**src/rtl/ldl_cdc_ring_sink_v1_if.sv**
```systemverilog
// Sink-side bus of the ring CDC sink: change-detect input, buffered output, overflow status.
// drop_cnt exists only when LDL_CDC_RING_SINK_DROPCNT_EN is defined.
interface ldl_cdc_ring_sink_v1_if #(
  parameter int WIDTH = 8,
  parameter int DEPTH = 4,
  parameter int CNTW  = 8
);
  localparam int LW = $clog2(DEPTH) + 1;

  logic [WIDTH-1:0] din;
  logic [WIDTH-1:0] dout;
  logic             dout_vld;
  logic             dout_rdy;
  logic [LW-1:0]    level;
  logic             ovf;
  logic             ovf_clr;
`ifdef LDL_CDC_RING_SINK_DROPCNT_EN
  logic [CNTW-1:0]  drop_cnt;

  modport master (
    input  din, dout_rdy, ovf_clr,
    output dout, dout_vld, level, ovf, drop_cnt
  );
  modport slave (
    output din, dout_rdy, ovf_clr,
    input  dout, dout_vld, level, ovf, drop_cnt
  );
`else
  modport master (
    input  din, dout_rdy, ovf_clr,
    output dout, dout_vld, level, ovf
  );
  modport slave (
    output din, dout_rdy, ovf_clr,
    input  dout, dout_vld, level, ovf
  );
`endif
endinterface

```
**src/rtl/ldl_cdc_ring_sink_v1.sv**
```systemverilog
// Ring sink: every change of din is an event pushed into a circular FIFO; overflow drops are
// flagged sticky. Define LDL_CDC_RING_SINK_DROPCNT_EN to add the saturating drop counter.
module ldl_cdc_ring_sink_v1 #(
  parameter int WIDTH = 8,
  parameter int DEPTH = 4,
  parameter int CNTW  = 8
) (
  input logic                    clk,
  input logic                    rst,
  ldl_cdc_ring_sink_v1_if.master bus
);
  localparam int AW = $clog2(DEPTH);
  localparam int PW = AW + 1;

  logic [WIDTH-1:0] prv;
  logic [PW-1:0]    wr, rd;
  logic [WIDTH-1:0] mem [DEPTH];
  logic             evt, full, empty, pop, wen, drop;

  assign evt   = (bus.din != prv);
  assign empty = (wr == rd);
  assign full  = (wr[AW] != rd[AW]) && (wr[AW-1:0] == rd[AW-1:0]);
  assign pop   = !empty && bus.dout_rdy;
  // A pop frees the head slot this edge, so a push into a full buffer still lands.
  assign wen   = evt && (!full || pop);
  assign drop  = evt && full && !pop;

  always_ff @(posedge clk or posedge rst) begin
    if (rst) begin
      prv <= '0;
      wr  <= '0;
      rd  <= '0;
    end else begin
      prv <= bus.din;
      if (wen) wr <= wr + 1'b1;
      if (pop) rd <= rd + 1'b1;
    end
  end

  // Storage is deliberately left out of reset.
  always_ff @(posedge clk) begin
    if (wen) mem[wr[AW-1:0]] <= bus.din;
  end

  always_ff @(posedge clk or posedge rst) begin
    if (rst)              bus.ovf <= 1'b0;
    else if (drop)        bus.ovf <= 1'b1;
    else if (bus.ovf_clr) bus.ovf <= 1'b0;
  end

`ifdef LDL_CDC_RING_SINK_DROPCNT_EN
  // Clear restarts the count, so a coincident drop leaves exactly one.
  always_ff @(posedge clk or posedge rst) begin
    if (rst)
      bus.drop_cnt <= '0;
    else if (bus.ovf_clr)
      bus.drop_cnt <= drop ? CNTW'(1) : '0;
    else if (drop && !(&bus.drop_cnt))
      bus.drop_cnt <= bus.drop_cnt + 1'b1;
  end
`endif

  assign bus.dout     = mem[rd[AW-1:0]];
  assign bus.dout_vld = !empty;
  assign bus.level    = wr - rd;
endmodule

```
**src/flat_wrapper.sv**
```systemverilog
// flat-port wrapper written by rule: the top's interface ports become plain ports
module ldl_cdc_ring_sink_v1_flat 
#(
  parameter int WIDTH = 8,
  parameter int DEPTH = 4,
  parameter int CNTW  = 8
)
  (clk, rst, bus_din, bus_dout_rdy, bus_ovf_clr, bus_dout, bus_dout_vld, bus_level, bus_ovf);
  ldl_cdc_ring_sink_v1_if #(.WIDTH(WIDTH), .DEPTH(DEPTH), .CNTW(CNTW)) bus_i ();
  input logic clk;
  input logic rst;
  input wire logic [$bits(bus_i.din)-1:0] bus_din;
  input wire logic [$bits(bus_i.dout_rdy)-1:0] bus_dout_rdy;
  input wire logic [$bits(bus_i.ovf_clr)-1:0] bus_ovf_clr;
  output wire logic [$bits(bus_i.dout)-1:0] bus_dout;
  output wire logic [$bits(bus_i.dout_vld)-1:0] bus_dout_vld;
  output wire logic [$bits(bus_i.level)-1:0] bus_level;
  output wire logic [$bits(bus_i.ovf)-1:0] bus_ovf;
  assign bus_i.din = bus_din;
  assign bus_i.dout_rdy = bus_dout_rdy;
  assign bus_i.ovf_clr = bus_ovf_clr;
  assign bus_dout = bus_i.dout;
  assign bus_dout_vld = bus_i.dout_vld;
  assign bus_level = bus_i.level;
  assign bus_ovf = bus_i.ovf;
  ldl_cdc_ring_sink_v1 #(.WIDTH(WIDTH), .DEPTH(DEPTH), .CNTW(CNTW)) u_core (.clk(clk), .rst(rst), .bus(bus_i));
endmodule
```
**config.mk**
```make
export PLATFORM = sky130hd
export DESIGN_NAME = ldl_cdc_ring_sink_v1_flat
export DESIGN_NICKNAME = d
export VERILOG_FILES = /design/src/rtl/ldl_cdc_ring_sink_v1_if.sv /design/src/rtl/ldl_cdc_ring_sink_v1.sv /design/src/flat_wrapper.sv
export SDC_FILE = /design/constraint.sdc
export NUM_CORES = 1
export LEC_CHECK = 0
export ABC_AREA = 1
export ABC_CLOCK_PERIOD_IN_PS = 4270
export CORE_ASPECT_RATIO = 1.75
export CORE_MARGIN = 1.5
export CORE_UTILIZATION = 58
export DETAILED_ROUTE_END_ITERATION = 16
export MAX_ROUTING_LAYER = met4
export PLACE_DENSITY = 0.88
export SLEW_MARGIN = 40
export SYNTH_ARGS = -nofsm -noshare
export SYNTH_HDL_FRONTEND = slang
export SYNTH_SLANG_ARGS = --single-unit
```
**constraint.sdc**
```tcl
create_clock -name clk -period 4.27 [get_ports clk]
set_clock_uncertainty 0.1 [all_clocks]
set_input_delay 0.854 -clock clk [delete_from_list [all_inputs] [get_ports clk]]
set_output_delay 0.854 -clock clk [all_outputs]
set_load 0.005 [all_outputs]
```
==> summary.txt <==
STA
  • Final worst path period share: 77.3%
  • Final-report hold violation count: 0
  • Slack of the critical path: 0.969 ns
  • Hold WS: 0.406 ns
  • Pins over their slew limit: 0
  • Highest Clock Rate: 303 MHz
  • Slew margin rel.: 45.4%
  • Final setup violation count: 0
  • Worst-margin pin slew: 0.817 ns
  • Unrepaired setup endpoints after global routing: no
  • Minimum period implied by the final worst setup slack: 3.30 ns
  • TNS Setup: 0 ns

Layout
  • Fin cells: 250
  • Layout area overhead: 19.3%
  • Post-layout util: 71.9%
  • Antenna diode count: 0
  • Layout cells sized above 1: 6.83%
  • Commonest non-fill, non-tap cells in the layout: edfxtp_1 (32), nand2_1 (29), clkdlybuf4s50_1 (24)
  • Commonest non-fill, non-tap cell in the layout: edfxtp_1
  • Fin nets: 224

Critical path
  • Worst R2R Setup Slack: 1.48 ns
  • Crit-path max cell delay: 0.59 ns
  • Worst-path fanout max: 11
  • Worst Setup SP: u_core.rd[1]$_DFFE_PP0P_
  • Critical path depth: 4
  • Critical Path RT: 3.32 ns
  • Critical path cell sequence: clkinv_1 -> ha_1 -> nand3_2 -> clkdlybuf4s50_1
  • Worst-case reg-to-reg path depth: 5
  • Slowest cell on crit path: dfrtp_1
  • Family with the most delay on the worst path: buffers and inverters
  • Worst path bufs/invs: 2
  • Worst Setup EP: bus_dout_vld
  • Nature of the critical path startpoint: flop
  • Crit path kind: flop to output port
  • Reg2reg end: u_core.mem[3][4]$_DFFE_PP_
  • Crit end category: output port
  • Critical Path AT: 2.35 ns
  • R2R Path Start: u_core.rd[1]$_DFFE_PP0P_

Clock tree
  • Clock sink count: 47
  • Clk buf depth: 2
  • CTS tree: built
  • Clock root buffer: clkbuf_8
  • CTS Buf Count: 5
  • # hold bufs at CTS: 0
  • Skew-Pair Late Insertion Delay: 0.30 ns
  • CTS resizes: 0
  • H-tree levels: 2
  • Setup bufs post-CTS: 0
  • Clock slew at reported path FFs: 0.08 ns

Synth
  • Cell taking the most area after synthesis: edfxtp_1
  • Post-Syn Nets: 195
  • Synthesized area per cell: 11.6 um^2
  • Synth area leaders: edfxtp_1 (47%), dfrtp_1 (19%), nand2_1 (5.4%), ha_1 (4.3%), nor2_1 (4.3%)
  • Synthesized netlist cell count: 175
  • Seq/Total Area, Yosys: 65.9%
  • Netlist cell types: 22
  • YS warnings: 0
  • Synth Register Bits: 47
  • Synth top area share: 47.4%
  • Synth Cell Area: 2030 um^2

Floorplan
  • Die height: 81.2 um
  • Initial Util: 60.3%
  • Die ar.: 3870 um^2
  • I/O Pins: 25
  • Placeable Area: 3360 um^2
  • Die Wd: 47.7 um
  • FP Rows: 28

GRT
  • M1 GR Usage: 25.3%
  • Initial antenna violation count: 0
  • GRT busiest layer: met2
  • GR Layer Usage met3: 6.89%
  • Total Routing Usage GR: 24.0%
  • First-pass GRT wire length: 6.13 mm
  • Largest net degree at the start of global routing: 20
  • Congestion Overflow GR: 0
  • Vias in the first global route: 1356
  • GRT met2 Usage: 39.9%

Pwr
  • Max VDD drop: 0.000550 V
  • Lkg Pwr: 1.00 nW
  • Pwr dens: 762 nW/um^2

Detailed routing
  • Antenna-violating nets left: 0
  • DRT iter0 DRCs: 57
  • Drt wl/cell: 16.0 um
  • DRC: 0
  • Via Count: 1344
  • DRT Pass-1 Iters: 4
  • Final wirelength: 4.01 mm
  • Via/cell ratio: 5.38

Placement
  • Number of port buffers: 24
  • Post-DP HPWL: 2.77 mm
  • Setup Slack @ Placement: 1.06 ns
  • Gpl congestion: 0.836
  • Placed instance count: 242

Min path
  • Hold Path Stages: 2
  • Hold Crit Class: flop to flop
  • Hold Crit Start: u_core.bus.ovf$_DFFE_PP0P_

Run
  • MaxCap Viol Count: 0

Run status
  • Status: finished clean
-- power by group --
group | internal [mW] | switching [mW] | leakage [nW]
Sequential | 0.663 | 0.0997 | 0.477
Combinational | 0.379 | 0.404 | 0.473
Clock | 0.148 | 0.148 | 0.0538
Total | 1.19 | 0.652 | 1.00
-- per-stage QoR --
stage,total power [mW],instance area [um^2]
5_1_grt,1.96,2420
6_report,1.84,2420
2_1_floorplan,1.18,2030
4_1_cts,1.85,2420
3_5_place_dp,1.55,2310
3_3_place_gp,1.51,2310
-- worst min path at each step --
stage / to / slack (ns)
final: u_core.bus.ovf$_DFFE_PP0P_ / 0.41
after global routing: u_core.bus.ovf$_DFFE_PP0P_ / 0.43
after CTS: u_core.bus.ovf$_DFFE_PP0P_ / 0.41
after detailed placement: u_core.bus.ovf$_DFFE_PP0P_ / 0.39
after global placement: u_core.bus.ovf$_DFFE_PP0P_ / 0.37
after floorplan: u_core.bus.ovf$_DFFE_PP0P_ / 0.37
-- routing by layer --
metal,vias to the layer above,share of wire [%]
met3,12,4.2
li1,634,-
met1,657,36
met2,41,57
met5,-,0
met4,0,2.7
-- cell type report --
type	count	area [um^2]
sequential	47	1340
fill	244	945
multi-input combinational	102	593
timing repair buffer	24	240
clock buffer	6	93.8
inverter	24	90.1
tap	45	56.3
clock inverter	2	8.76
-- cells in the mapped netlist, drive strengths merged --
library cell and number:
o22ai 8, ha 7, nand2b 1, nand2 31, nor2 23, xor2 2
edfxtp 32, nand3 4, clkinv 1, o21ai 17, a21oi 1, inv 23
fa 1, buf 2, dfrtp 15, xnor2 6, nand4 1
-- tightest hold or removal path, delay by kind of cell (launching register included) --
kind,cells,cell delay (ns)
and+or+nand+nor,2,0.11
DFF,1,0.36
-- sequential cells by signal, summed over array words and instances, names as in the netlist --
name / flops
u_core.bus.ovf: 1
u_core.mem: 32
u_core.prv: 8
u_core.rd: 3
u_core.wr: 3
-- cells by family after synthesis --
| logic type | synth area share [%] |
|---|---|
| XOR/XNOR | 3.83 |
| buffers and inverters | 4.94 |
| flip-flops | 65.9 |
| AND/OR/NAND/NOR | 13.1 |
| adder cells (fa/ha/maj) | 5.31 |
| AO/OA/AOI/OAI | 6.91 |
Note: power is estimated with default switching activity, not from simulation.
